[src/rtl/alu_pkg.sv]
// Shared ALU definitions: control codes, default widths and the execute-stage payload.
// Also used by ALU control, so the encodings here are the single source of truth.
package alu_pkg;

    localparam int XLEN_DEF = 32;
    localparam int RD_W_DEF = 5;

    typedef enum logic [3:0] {
        ALU_AND = 4'b0000,
        ALU_OR  = 4'b0001,
        ALU_ADD = 4'b0010,
        ALU_SUB = 4'b0110,
        ALU_SLT = 4'b0111
    } alu_ctrl_e;

    typedef struct packed {
        logic [XLEN_DEF-1:0] result;
        logic                zero;
        logic                illegal;
        logic [RD_W_DEF-1:0] rd;
        logic                reg_write;
    } ex_payload_t;

endpackage

[src/rtl/alu_exec_stage_if.sv]
// Execute-stage bus: decode-side valid/ready input, MEM-side valid/ready output, flush.
// A transfer happens on a rising edge where valid and ready are both 1; valid never waits on ready.
interface alu_exec_stage_if #(
    parameter int XLEN = 32,
    parameter int RD_W = 5
);
    logic            flush_i;
    logic            in_valid_i;
    logic            in_ready_o;
    logic [3:0]      ctrl_i;
    logic [XLEN-1:0] op_a_i;
    logic [XLEN-1:0] op_b_i;
    logic [RD_W-1:0] rd_i;
    logic            reg_write_i;
    logic            out_valid_o;
    logic            out_ready_i;
    logic [XLEN-1:0] result_o;
    logic            zero_o;
    logic [RD_W-1:0] rd_o;
    logic            reg_write_o;
    logic            illegal_o;

    modport master (
        output flush_i, in_valid_i, ctrl_i, op_a_i, op_b_i, rd_i, reg_write_i, out_ready_i,
        input  in_ready_o, out_valid_o, result_o, zero_o, rd_o, reg_write_o, illegal_o
    );

    modport slave (
        input  flush_i, in_valid_i, ctrl_i, op_a_i, op_b_i, rd_i, reg_write_i, out_ready_i,
        output in_ready_o, out_valid_o, result_o, zero_o, rd_o, reg_write_o, illegal_o
    );
endinterface

[src/rtl/alu_core.sv]
// Combinational ALU: ctrl/op_a/op_b to result, zero flag and illegal-code flag.
// Define ALU_SLT_EN to build the signed set-less-than comparator for code 4'b0111.
module alu_core
    import alu_pkg::*;
#(
    parameter int XLEN = XLEN_DEF
) (
    input  logic [3:0]      i_ctrl,
    input  logic [XLEN-1:0] i_op_a,
    input  logic [XLEN-1:0] i_op_b,
    output logic [XLEN-1:0] o_result,
    output logic            o_zero,
    output logic            o_illegal
);

    always_comb begin
        o_result  = '0;
        o_illegal = 1'b0;
        case (i_ctrl)
            ALU_AND: o_result = i_op_a & i_op_b;
            ALU_OR:  o_result = i_op_a | i_op_b;
            ALU_ADD: o_result = i_op_a + i_op_b;
            ALU_SUB: o_result = i_op_a - i_op_b;
`ifdef ALU_SLT_EN
            ALU_SLT: o_result = {{(XLEN-1){1'b0}}, ($signed(i_op_a) < $signed(i_op_b))};
`endif
            default: o_illegal = 1'b1;
        endcase
    end

    assign o_zero = (o_result == '0);

endmodule

[src/rtl/alu_exec_stage.sv]
// Execute stage: ALU compute on the input side, then a 2-entry (output M + skid S) buffer toward MEM.
// in_ready_o is registered so MEM back-pressure never reaches decode combinationally. Build option: ALU_SLT_EN.
module alu_exec_stage
    import alu_pkg::*;
#(
    parameter int XLEN = XLEN_DEF,
    parameter int RD_W = RD_W_DEF
) (
    input logic             clk_i,
    input logic             rst_i,
    alu_exec_stage_if.slave bus
);

    typedef struct packed {
        logic [XLEN-1:0] result;
        logic            zero;
        logic            illegal;
        logic [RD_W-1:0] rd;
        logic            reg_write;
    } entry_t;

    localparam entry_t RESET_ENTRY = '{result: '0, zero: 1'b1, illegal: 1'b0, rd: '0, reg_write: 1'b0};

    logic            r_m_valid;
    logic            r_s_valid;
    logic            r_in_ready;
    entry_t          r_m;
    entry_t          r_s;

    logic [XLEN-1:0] w_result;
    logic            w_zero;
    logic            w_illegal;
    entry_t          w_new;
    logic            w_accept;
    logic            w_drain;
    logic            w_m_valid_nxt;
    logic            w_s_valid_nxt;
    entry_t          w_m_nxt;
    entry_t          w_s_nxt;

    alu_core #(.XLEN(XLEN)) u_alu_core (
        .i_ctrl    (bus.ctrl_i),
        .i_op_a    (bus.op_a_i),
        .i_op_b    (bus.op_b_i),
        .o_result  (w_result),
        .o_zero    (w_zero),
        .o_illegal (w_illegal)
    );

    // An illegal op still flows through so the trap logic downstream sees it, but must not write back.
    assign w_new = '{result: w_result, zero: w_zero, illegal: w_illegal,
                     rd: bus.rd_i, reg_write: bus.reg_write_i & ~w_illegal};

    assign w_accept = bus.in_valid_i & r_in_ready & ~bus.flush_i;
    assign w_drain  = r_m_valid & bus.out_ready_i;

    always_comb begin
        w_m_valid_nxt = r_m_valid;
        w_s_valid_nxt = r_s_valid;
        w_m_nxt       = r_m;
        w_s_nxt       = r_s;
        if (bus.flush_i) begin
            w_m_valid_nxt = 1'b0;
            w_s_valid_nxt = 1'b0;
        end else if (!r_m_valid || w_drain) begin
            if (r_s_valid) begin
                // in_ready_o is low whenever S is full, so no accept can collide with this move.
                w_m_nxt       = r_s;
                w_m_valid_nxt = 1'b1;
                w_s_valid_nxt = 1'b0;
            end else begin
                w_m_valid_nxt = w_accept;
                if (w_accept) begin
                    w_m_nxt = w_new;
                end
            end
        end else if (w_accept) begin
            w_s_nxt       = w_new;
            w_s_valid_nxt = 1'b1;
        end
    end

    always_ff @(posedge clk_i) begin
        if (rst_i) begin
            r_m_valid  <= 1'b0;
            r_s_valid  <= 1'b0;
            r_in_ready <= 1'b1;
            r_m        <= RESET_ENTRY;
            r_s        <= RESET_ENTRY;
        end else begin
            r_m_valid  <= w_m_valid_nxt;
            r_s_valid  <= w_s_valid_nxt;
            r_in_ready <= ~w_s_valid_nxt;
            r_m        <= w_m_nxt;
            r_s        <= w_s_nxt;
        end
    end

    assign bus.in_ready_o  = r_in_ready;
    assign bus.out_valid_o = r_m_valid;
    assign bus.result_o    = r_m.result;
    assign bus.zero_o      = r_m.zero;
    assign bus.illegal_o   = r_m.illegal;
    assign bus.rd_o        = r_m.rd;
    assign bus.reg_write_o = r_m.reg_write;

endmodule

[src/flat_wrapper.sv]
// flat-port wrapper written by rule: the top's interface ports become plain ports
module alu_exec_stage_flat import alu_pkg::*;
#(
    parameter int XLEN = XLEN_DEF,
    parameter int RD_W = RD_W_DEF
)
  (clk_i, rst_i, bus_flush_i, bus_in_valid_i, bus_ctrl_i, bus_op_a_i, bus_op_b_i, bus_rd_i, bus_reg_write_i, bus_out_ready_i, bus_in_ready_o, bus_out_valid_o, bus_result_o, bus_zero_o, bus_rd_o, bus_reg_write_o, bus_illegal_o);
  alu_exec_stage_if #(.XLEN(XLEN), .RD_W(RD_W)) bus_i ();
  input logic clk_i;
  input logic rst_i;
  input wire logic [$bits(bus_i.flush_i)-1:0] bus_flush_i;
  input wire logic [$bits(bus_i.in_valid_i)-1:0] bus_in_valid_i;
  input wire logic [$bits(bus_i.ctrl_i)-1:0] bus_ctrl_i;
  input wire logic [$bits(bus_i.op_a_i)-1:0] bus_op_a_i;
  input wire logic [$bits(bus_i.op_b_i)-1:0] bus_op_b_i;
  input wire logic [$bits(bus_i.rd_i)-1:0] bus_rd_i;
  input wire logic [$bits(bus_i.reg_write_i)-1:0] bus_reg_write_i;
  input wire logic [$bits(bus_i.out_ready_i)-1:0] bus_out_ready_i;
  output wire logic [$bits(bus_i.in_ready_o)-1:0] bus_in_ready_o;
  output wire logic [$bits(bus_i.out_valid_o)-1:0] bus_out_valid_o;
  output wire logic [$bits(bus_i.result_o)-1:0] bus_result_o;
  output wire logic [$bits(bus_i.zero_o)-1:0] bus_zero_o;
  output wire logic [$bits(bus_i.rd_o)-1:0] bus_rd_o;
  output wire logic [$bits(bus_i.reg_write_o)-1:0] bus_reg_write_o;
  output wire logic [$bits(bus_i.illegal_o)-1:0] bus_illegal_o;
  assign bus_i.flush_i = bus_flush_i;
  assign bus_i.in_valid_i = bus_in_valid_i;
  assign bus_i.ctrl_i = bus_ctrl_i;
  assign bus_i.op_a_i = bus_op_a_i;
  assign bus_i.op_b_i = bus_op_b_i;
  assign bus_i.rd_i = bus_rd_i;
  assign bus_i.reg_write_i = bus_reg_write_i;
  assign bus_i.out_ready_i = bus_out_ready_i;
  assign bus_in_ready_o = bus_i.in_ready_o;
  assign bus_out_valid_o = bus_i.out_valid_o;
  assign bus_result_o = bus_i.result_o;
  assign bus_zero_o = bus_i.zero_o;
  assign bus_rd_o = bus_i.rd_o;
  assign bus_reg_write_o = bus_i.reg_write_o;
  assign bus_illegal_o = bus_i.illegal_o;
  alu_exec_stage #(.XLEN(XLEN), .RD_W(RD_W)) u_core (.clk_i(clk_i), .rst_i(rst_i), .bus(bus_i));
endmodule
[config.mk]
export PLATFORM = sky130hd
export DESIGN_NAME = alu_exec_stage_flat
export DESIGN_NICKNAME = d
export VERILOG_FILES = /design/src/rtl/alu_pkg.sv /design/src/rtl/alu_exec_stage_if.sv /design/src/rtl/alu_core.sv /design/src/rtl/alu_exec_stage.sv /design/src/flat_wrapper.sv
export SDC_FILE = /design/constraint.sdc
export NUM_CORES = 1
export LEC_CHECK = 0
export CAP_MARGIN = 5
export CORE_ASPECT_RATIO = 1.75
export CORE_MARGIN = 4
export CORE_UTILIZATION = 40
export DETAILED_ROUTE_END_ITERATION = 10
export PLACE_DENSITY = 0.63
export SYNTH_ARGS = -nofsm -noshare
export SYNTH_HDL_FRONTEND = slang
export SYNTH_SLANG_ARGS = --single-unit
[constraint.sdc]
create_clock -name clk_i -period 10.1 [get_ports clk_i]
set_clock_uncertainty 0.1 [all_clocks]
set_input_delay 1.01 -clock clk_i [delete_from_list [all_inputs] [get_ports clk_i]]
set_output_delay 1.01 -clock clk_i [all_outputs]
set_load 0.01 [all_outputs]
==> summary.md, run 1 <==
| Metric | Value |
|---|---|
| Outcome | completed |
| Slew Limit Headroom | 40.2% |
| CP Launch Point | bus_op_b_i[1] |
| Ports | 121 |
| Yosys cell types | 67 |
| Final WS setup | 4020 ps |
| WL/cell | 17.3 µm |
| Maximum root-to-sink buffer count | 2 |
| Postcts setup bufs | 0 |
| Synth top area cells | dfxtp_1 25%, a21oi_1 8.2%, nand2_1 7.6% |
| Largest net degree at the start of global routing | 83 |
| RR Startpoint | u_core.r_s_valid |
| Hold Crit Start | u_core.bus.result_o[2] |
| Global route overflow | 0 |
| Yosys reg bits | 83 |
| Slew Viols, Final | 0 |
| Chip Height | 177 µm |
| Dpl cells | 1164 |
| Cells after synthesis | 904 |
| DRC violations left | 0 |
| Period Utilization, post-route | 60.2% |
| EDFF count, synth | 0 |
| Final WL | 20400 µm |
| Largest area contributor in the netlist | dfxtp_1 |
| Die area | 0.0185 mm² |
| H-tree depth | 3 |
| CP arrival | 6220 ps |
| Clock Latency Late Sink | 330 ps |
| Syn_nets | 1018 |
| TritonRoute pass-1 iters | 5 |
| CTS root buf | clkbuf_16 |
| Critical path peak fanout | 6 |
| Via count | 6768 |
| Syn avg cell area | 7.23 µm² |
| Top cell type's share of synthesized area | 25.4% |
| CP Capture Type | flop |
| CP Class | in2reg |
| Sequential area share after synthesis | 25.4% |
| Ys async rst share | 0% |
| Commonest non-fill, non-tap cells in the layout | 132 x nand2_1, 118 x clkdlybuf4s50_1, 107 x a21oi_1 |
| Commonest non-fill, non-tap cell in the layout | nand2_1 |
| Layout Nets | 1100 |
| Leak | 2.86 nW |
| IO Port Bufs | 120 |
| Starting Density | 41.0% |
| Final Core Density | 51.0% |
| GRT Total Usage | 21.5% |
| Final setup viols | 0 |
| Critical Path RT | 10240 ps |
| Detailed Place HPWL | 15900 µm |
| Fin crit period | 6080 ps |
| RSZ-0062 raised after global routing | false |
| Slew @ Worst Pin | 896 ps |
| Initial antenna violation count | 0 |
| CTS tree | built |
| YS warnings | 0 |
| TritonCTS Buffers | 9 |
| Netlist Area Pre-Place | 0.00654 mm² |
| Area growth syn-to-layout | 24.4% |
| Maximum vdd drop | 82.4 µV |
| Predominant post-synthesis flop cell | dfxtp_1 |
| Max Cap Violations | 0 |
| Clock-pin slew on the worst setup and hold paths | 60 ps |
| Post-cts sizing count | 0 |
| Hold Fails Final Rpt | 0 |
| Fillcell total | 1588 |
| CORE AREA | 0.0160 mm² |
| Non-filler instance count after layout | 1180 |
| Total power | 0.966 mW |
| Clock sink count | 83 |
| DRT antenna net count | 0 |
| Vias in the first global route | 6353 |
| DP Worst Slack | 3670 ps |
| Die Wd | 105 µm |
| Vias per Instance | 5.74 |
| Drt initial violations | 335 |
| # rows | 61 |
| RePlAce Congestion | 0.952 |
| Hold Crit Class | reg2reg |
| Cell Pwr Density | 119 mW/mm² |
| First-pass GRT wire length | 32500 µm |
| Hold Buf Count CTS | 0 |
| Achievable clock frequency | 164 MHz |
| Layout cells sized above 1 | 5.35% |
| Setup TNS | 0 ps |
| Number of diodes | 0 |
| Critical Path Start Type | primary input |
[registers in the layout, indices dropped and copies added (netlist names)]
register	flops
u_core.bus.zero_o	1
u_core.bus.result_o	32
u_core.bus.rd_o	5
u_core.r_s_valid	1
u_core.bus.out_valid_o	1
u_core.bus.in_ready_o	1
u_core.bus.illegal_o	1
u_core.bus.reg_write_o	1
u_core.r_s	40
[layer usage]
layer	vias to the layer above	wire length, µm	track usage, %
li1	3419	-	-
met1	3103	8440	26.2
met2	210	10500	38.9
met3	36	927	2.23
met4	0	507	7.83
met5	-	0	0
[Yosys cell counts, drive strengths merged (3+ instances only)]
library cell / instances
nor2: 101
o21bai: 6
xor2: 23
o31ai: 11
ha: 34
o22ai: 3
nand2: 132
maj3: 23
mux2i: 13
nand3: 7
o211ai: 9
or4: 5
a21oi: 107
nor2b: 4
dfxtp: 83
nor4: 4
nand2b: 8
inv: 18
and4: 4
and2: 3
or3: 12
a21o: 6
o41ai: 3
a211oi: 41
o21ai: 66
a31o: 3
a22oi: 10
clkbuf: 53
xnor2: 27
nor3: 26
buf: 5
and3: 4
a31oi: 9
o21a: 5
nand4: 11
[final timing paths]
kind | slack (ps) | end | depth (start not counted)
min | 350 | u_core.bus.result_o[2] | 2
min reg2reg | 350 | u_core.bus.result_o[2] | 2
max | 4020 | u_core.bus.zero_o | 23
max reg2reg | 7680 | u_core.bus.zero_o | 8
[power by group]
| group | internal, mW | leakage (nW) | switching (mW) |
|---|---|---|---|
| Combinational | 0.127 | 2.05 | 0.173 |
| Clock | 0.194 | 0.140 | 0.133 |
| Sequential | 0.335 | 0.672 | 0.00397 |
| Total | 0.656 | 2.86 | 0.310 |
[metrics by stage]
step / instance area [µm²] / hold WS [ps]
6_report: 8130 / 354
5_1_grt: 8130 / 372
4_1_cts: 8130 / 352
3_5_place_dp: 7830 / 344
3_3_place_gp: 7830 / 341
2_1_floorplan: 6540 / 336
[cell families (layout without fill, tap and decap cells)]
logic type / count (synthesis) / in the layout / share of synthesized area [%]
AND/OR/NAND/NOR: 329 / 329 / 23.0
AO/OA/AOI/OAI: 295 / 295 / 28.0
flip-flops: 83 / 83 / 25.4
buffers and inverters: 76 / 163 / 4.42
adder cells (fa/ha/maj): 58 / 58 / 10.3
XOR/XNOR: 50 / 50 / 6.81
multiplexers: 13 / 13 / 1.99
[critical path, cell delays in order]
cell and delay [ps]:
clkdlybuf4s50_1 510, inv_1 120, ha_1 160, nand2b_1 70, nand2b_1 160, or2_2 300, or3_1 460, nor2_1 270
nand2_1 150, o31ai_1 360, xor2_1 140, ha_1 410, nand2_1 80, o21a_1 210, nand3_1 90, o31ai_1 70
a211oi_1 250, o211ai_1 200, nor4_1 220, and4_1 220, nand4_1 90, or3_4 400, o41ai_2 260
[final cells by class]
type                    instances  area (µm²)  share of cell area (%)
multi-input cells             745        4610                    56.6
flip-flops and latches         83        1660                    20.4
repair buffers                129        1260                    15.5
well taps                     189         236                    2.91
clock buffers                  10         229                    2.82
clock inverters                 6        71.3                   0.877
inverters                      18        67.6                   0.831
(Power assumes the default switching activity.)
==> run 2: changes to the inputs <==
--- a/config.mk
+++ b/config.mk
@@ -10,7 +10,7 @@
 export CORE_MARGIN = 4
 export CORE_UTILIZATION = 40
 export DETAILED_ROUTE_END_ITERATION = 10
-export PLACE_DENSITY = 0.63
+export PLACE_DENSITY = 0.65
 export SYNTH_ARGS = -nofsm -noshare
 export SYNTH_HDL_FRONTEND = slang
 export SYNTH_SLANG_ARGS = --single-unit
==> constraint.sdc (replaced) <==
create_clock -name clk_i -period 5.35 [get_ports clk_i]
set_clock_uncertainty 0.1 [all_clocks]
set_input_delay 0.535 -clock clk_i [delete_from_list [all_inputs] [get_ports clk_i]]
set_output_delay 0.535 -clock clk_i [all_outputs]
set_load 0.01 [all_outputs]
==> run 2 against run 1 <==
  * Non-clock buffer count is 115 higher
  * Worst hold slack lost 4.8 ps
  * Power rose by 100%
  * Global-route usage is 2.0 points higher
  * Largest power group is now combinational cells
  * Worst setup slack worse by 3800 ps
  * Cell area rose by 12%
  * Critical path depth is 4 lower
  * Core utilization grew 6.1 points
  * Sequential power up 89%
  * Largest cell class unchanged
  * Routed wire length grew 9.2%
==> summary.md, run 2 (synthesis gave the netlist of run 1 again) <==
| Metric | Value |
|---|---|
| Outcome | completed |
| DP Worst Slack | -381 ps |
| Critical path peak fanout | 4 |
| Final instance area | 0.00910 mm² |
| CP endpoint | u_core.bus.zero_o |
| R2R Setup Slk | 2540 ps |
| GRT Total Usage | 23.5% |
| Slew @ Worst Pin | 1020 ps |
| Via count | 7212 |
| Initial antenna violation count | 0 |
| RR Startpoint | u_core.r_s_valid |
| Drt initial violations | 335 |
| Met3 usage | 2.12% |
| Achievable clock frequency | 196 MHz |
| Fin crit period | 5110 ps |
| Area growth syn-to-layout | 39.2% |
| Chip Height | 177 µm |
| Slew Limit Headroom | 31.8% |
| Global route overflow | 0 |
| RePlAce Congestion | 0.916 |
| Critical Path RT | 5490 ps |
| Detailed Place HPWL | 17800 µm |
| Met2 usage | 42.5% |
| Max FFs per register | 40 |
| Ports | 121 |
| TritonRoute pass-1 iters | 5 |
| CP Capture Type | flop |
| CP Launch Point | bus_op_b_i[14] |
| Period Utilization, post-route | 95.4% |
| Commonest non-fill, non-tap cell in the layout | nand2_1 |
| Clock Latency Late Sink | 330 ps |
| GRT Max-Usage Layer | met2 |
| Critical Path Start Type | primary input |
| Hold slack | 349 ps |
| Leak | 3.45 nW |
| Largest Register | u_core.r_s |
| Clock-pin slew on the worst setup and hold paths | 60 ps |
| Final WL | 22300 µm |
| Vias per Instance | 5.57 |
| Max Cap Violations | 0 |
| Maximum vdd drop | 152 µV |
| Number of diodes | 0 |
| Die Wd | 105 µm |
| M1 GR Usage | 27.6% |
| H-tree depth | 3 |
| Hold Buf Count CTS | 0 |
| WL/cell | 17.2 µm |
| Worst r2r path cells | 6 |
| Starting Density | 41.0% |
| First-pass GRT wire length | 35400 µm |
| Slew Viols, Final | 0 |
| TritonCTS Buffers | 9 |
| Layout Nets | 1215 |
| IO Port Bufs | 120 |
| DRT antenna net count | 0 |
| CP arrival | 5250 ps |
| Layout cells sized above 1 | 16.8% |
| Placed Area | 0.00867 mm² |
| Final setup viols | 0 |
| CP Class | in2reg |
| Setup TNS | 0 ps |
| Hold Fails Final Rpt | 0 |
| Maximum root-to-sink buffer count | 2 |
| Hold Crit Class | reg2reg |
| FF-to-FF End | u_core.bus.rd_o[4] |
| Commonest non-fill, non-tap cells in the layout | 132 x nand2_1, 124 x buf_4, 118 x clkdlybuf4s50_1 |
| CORE AREA | 0.0160 mm² |
| CTS root buf | clkbuf_16 |
| Clock sink count | 83 |
| Die area | 0.0185 mm² |
| DRC violations left | 0 |
| Vias in the first global route | 7002 |
| Largest net degree at the start of global routing | 72 |
| Final WS setup | 244 ps |
| Cell Pwr Density | 214 mW/mm² |
| CTS tree | built |
| # rows | 61 |
## run 2: cell types whose count changed in the layout (fill, tap and decap cells not counted), sizes merged
cell	before	now
clkinv	1	3
clkinvlp	2	1
inv	20	19
buf	11	126
## run 2: final cells by class
type | count | area (µm²)
clock inverter | 6 | 65.1
inverter | 18 | 67.6
tap | 189 | 236
multi-input combinational | 745 | 4720
sequential | 83 | 1660
clock buffer | 10 | 229
fill | 1576 | 6850
timing repair buffer | 244 | 2120
## run 2: timing repair
action / CTS / global route
setup endpoints to repair: 1 / 7
gates resized for setup: 1 / 24
setup buffers: 0 / 3
pin swaps: 0 / 4
## run 2: worst min path at each step
stage / start / endpoint / depth (start not counted)
after detailed placement: u_core.bus.result_o[20] / u_core.bus.result_o[20] / 2
final: u_core.bus.result_o[29] / u_core.bus.result_o[29] / 2
after floorplan: u_core.r_s[1] / u_core.r_s[1] / 2
after CTS: u_core.bus.result_o[20] / u_core.bus.result_o[20] / 2
after global placement: u_core.bus.result_o[20] / u_core.bus.result_o[20] / 2
after global routing: u_core.bus.result_o[29] / u_core.bus.result_o[29] / 2
## run 2: through the flow
step / total power [mW] / utilization [%] / instances
4_1_cts: 1.94 / 56.2 / 1292
3_5_place_dp: 1.33 / 54.4 / 1276
6_report: 1.95 / 57.0 / 1295
2_1_floorplan: 1.01 / - / 904
3_3_place_gp: 1.33 / 54.4 / 1276
5_1_grt: 2.05 / 57.0 / 1295
## run 2: where the power goes
part	internal [mW]	switching, mW
registers	0.633	0.00721
clock network	0.362	0.247
logic	0.338	0.362
## run 2: worst max-delay path, cell delays in order
cell and delay (ps):
clkdlybuf4s50_1 410, or4_1 570, or4_4 450, or2_2 370, o31ai_2 220, xor2_1 170, ha_1 270, a21oi_2 160
nor2_1 60, a211oi_1 210, buf_4 170, o31ai_1 70, a211oi_1 250, o211ai_1 170, nor4_1 180, and4_1 230
nand4_1 90, or3_4 400, o41ai_2 260
## run 2: layer usage
layer  vias to the layer above  wire length [µm]
met3                        51               785
li1                       3641                 -
met5                         -                 0
met1                      3313              9140
met4                         0               928
met2                       207             11400
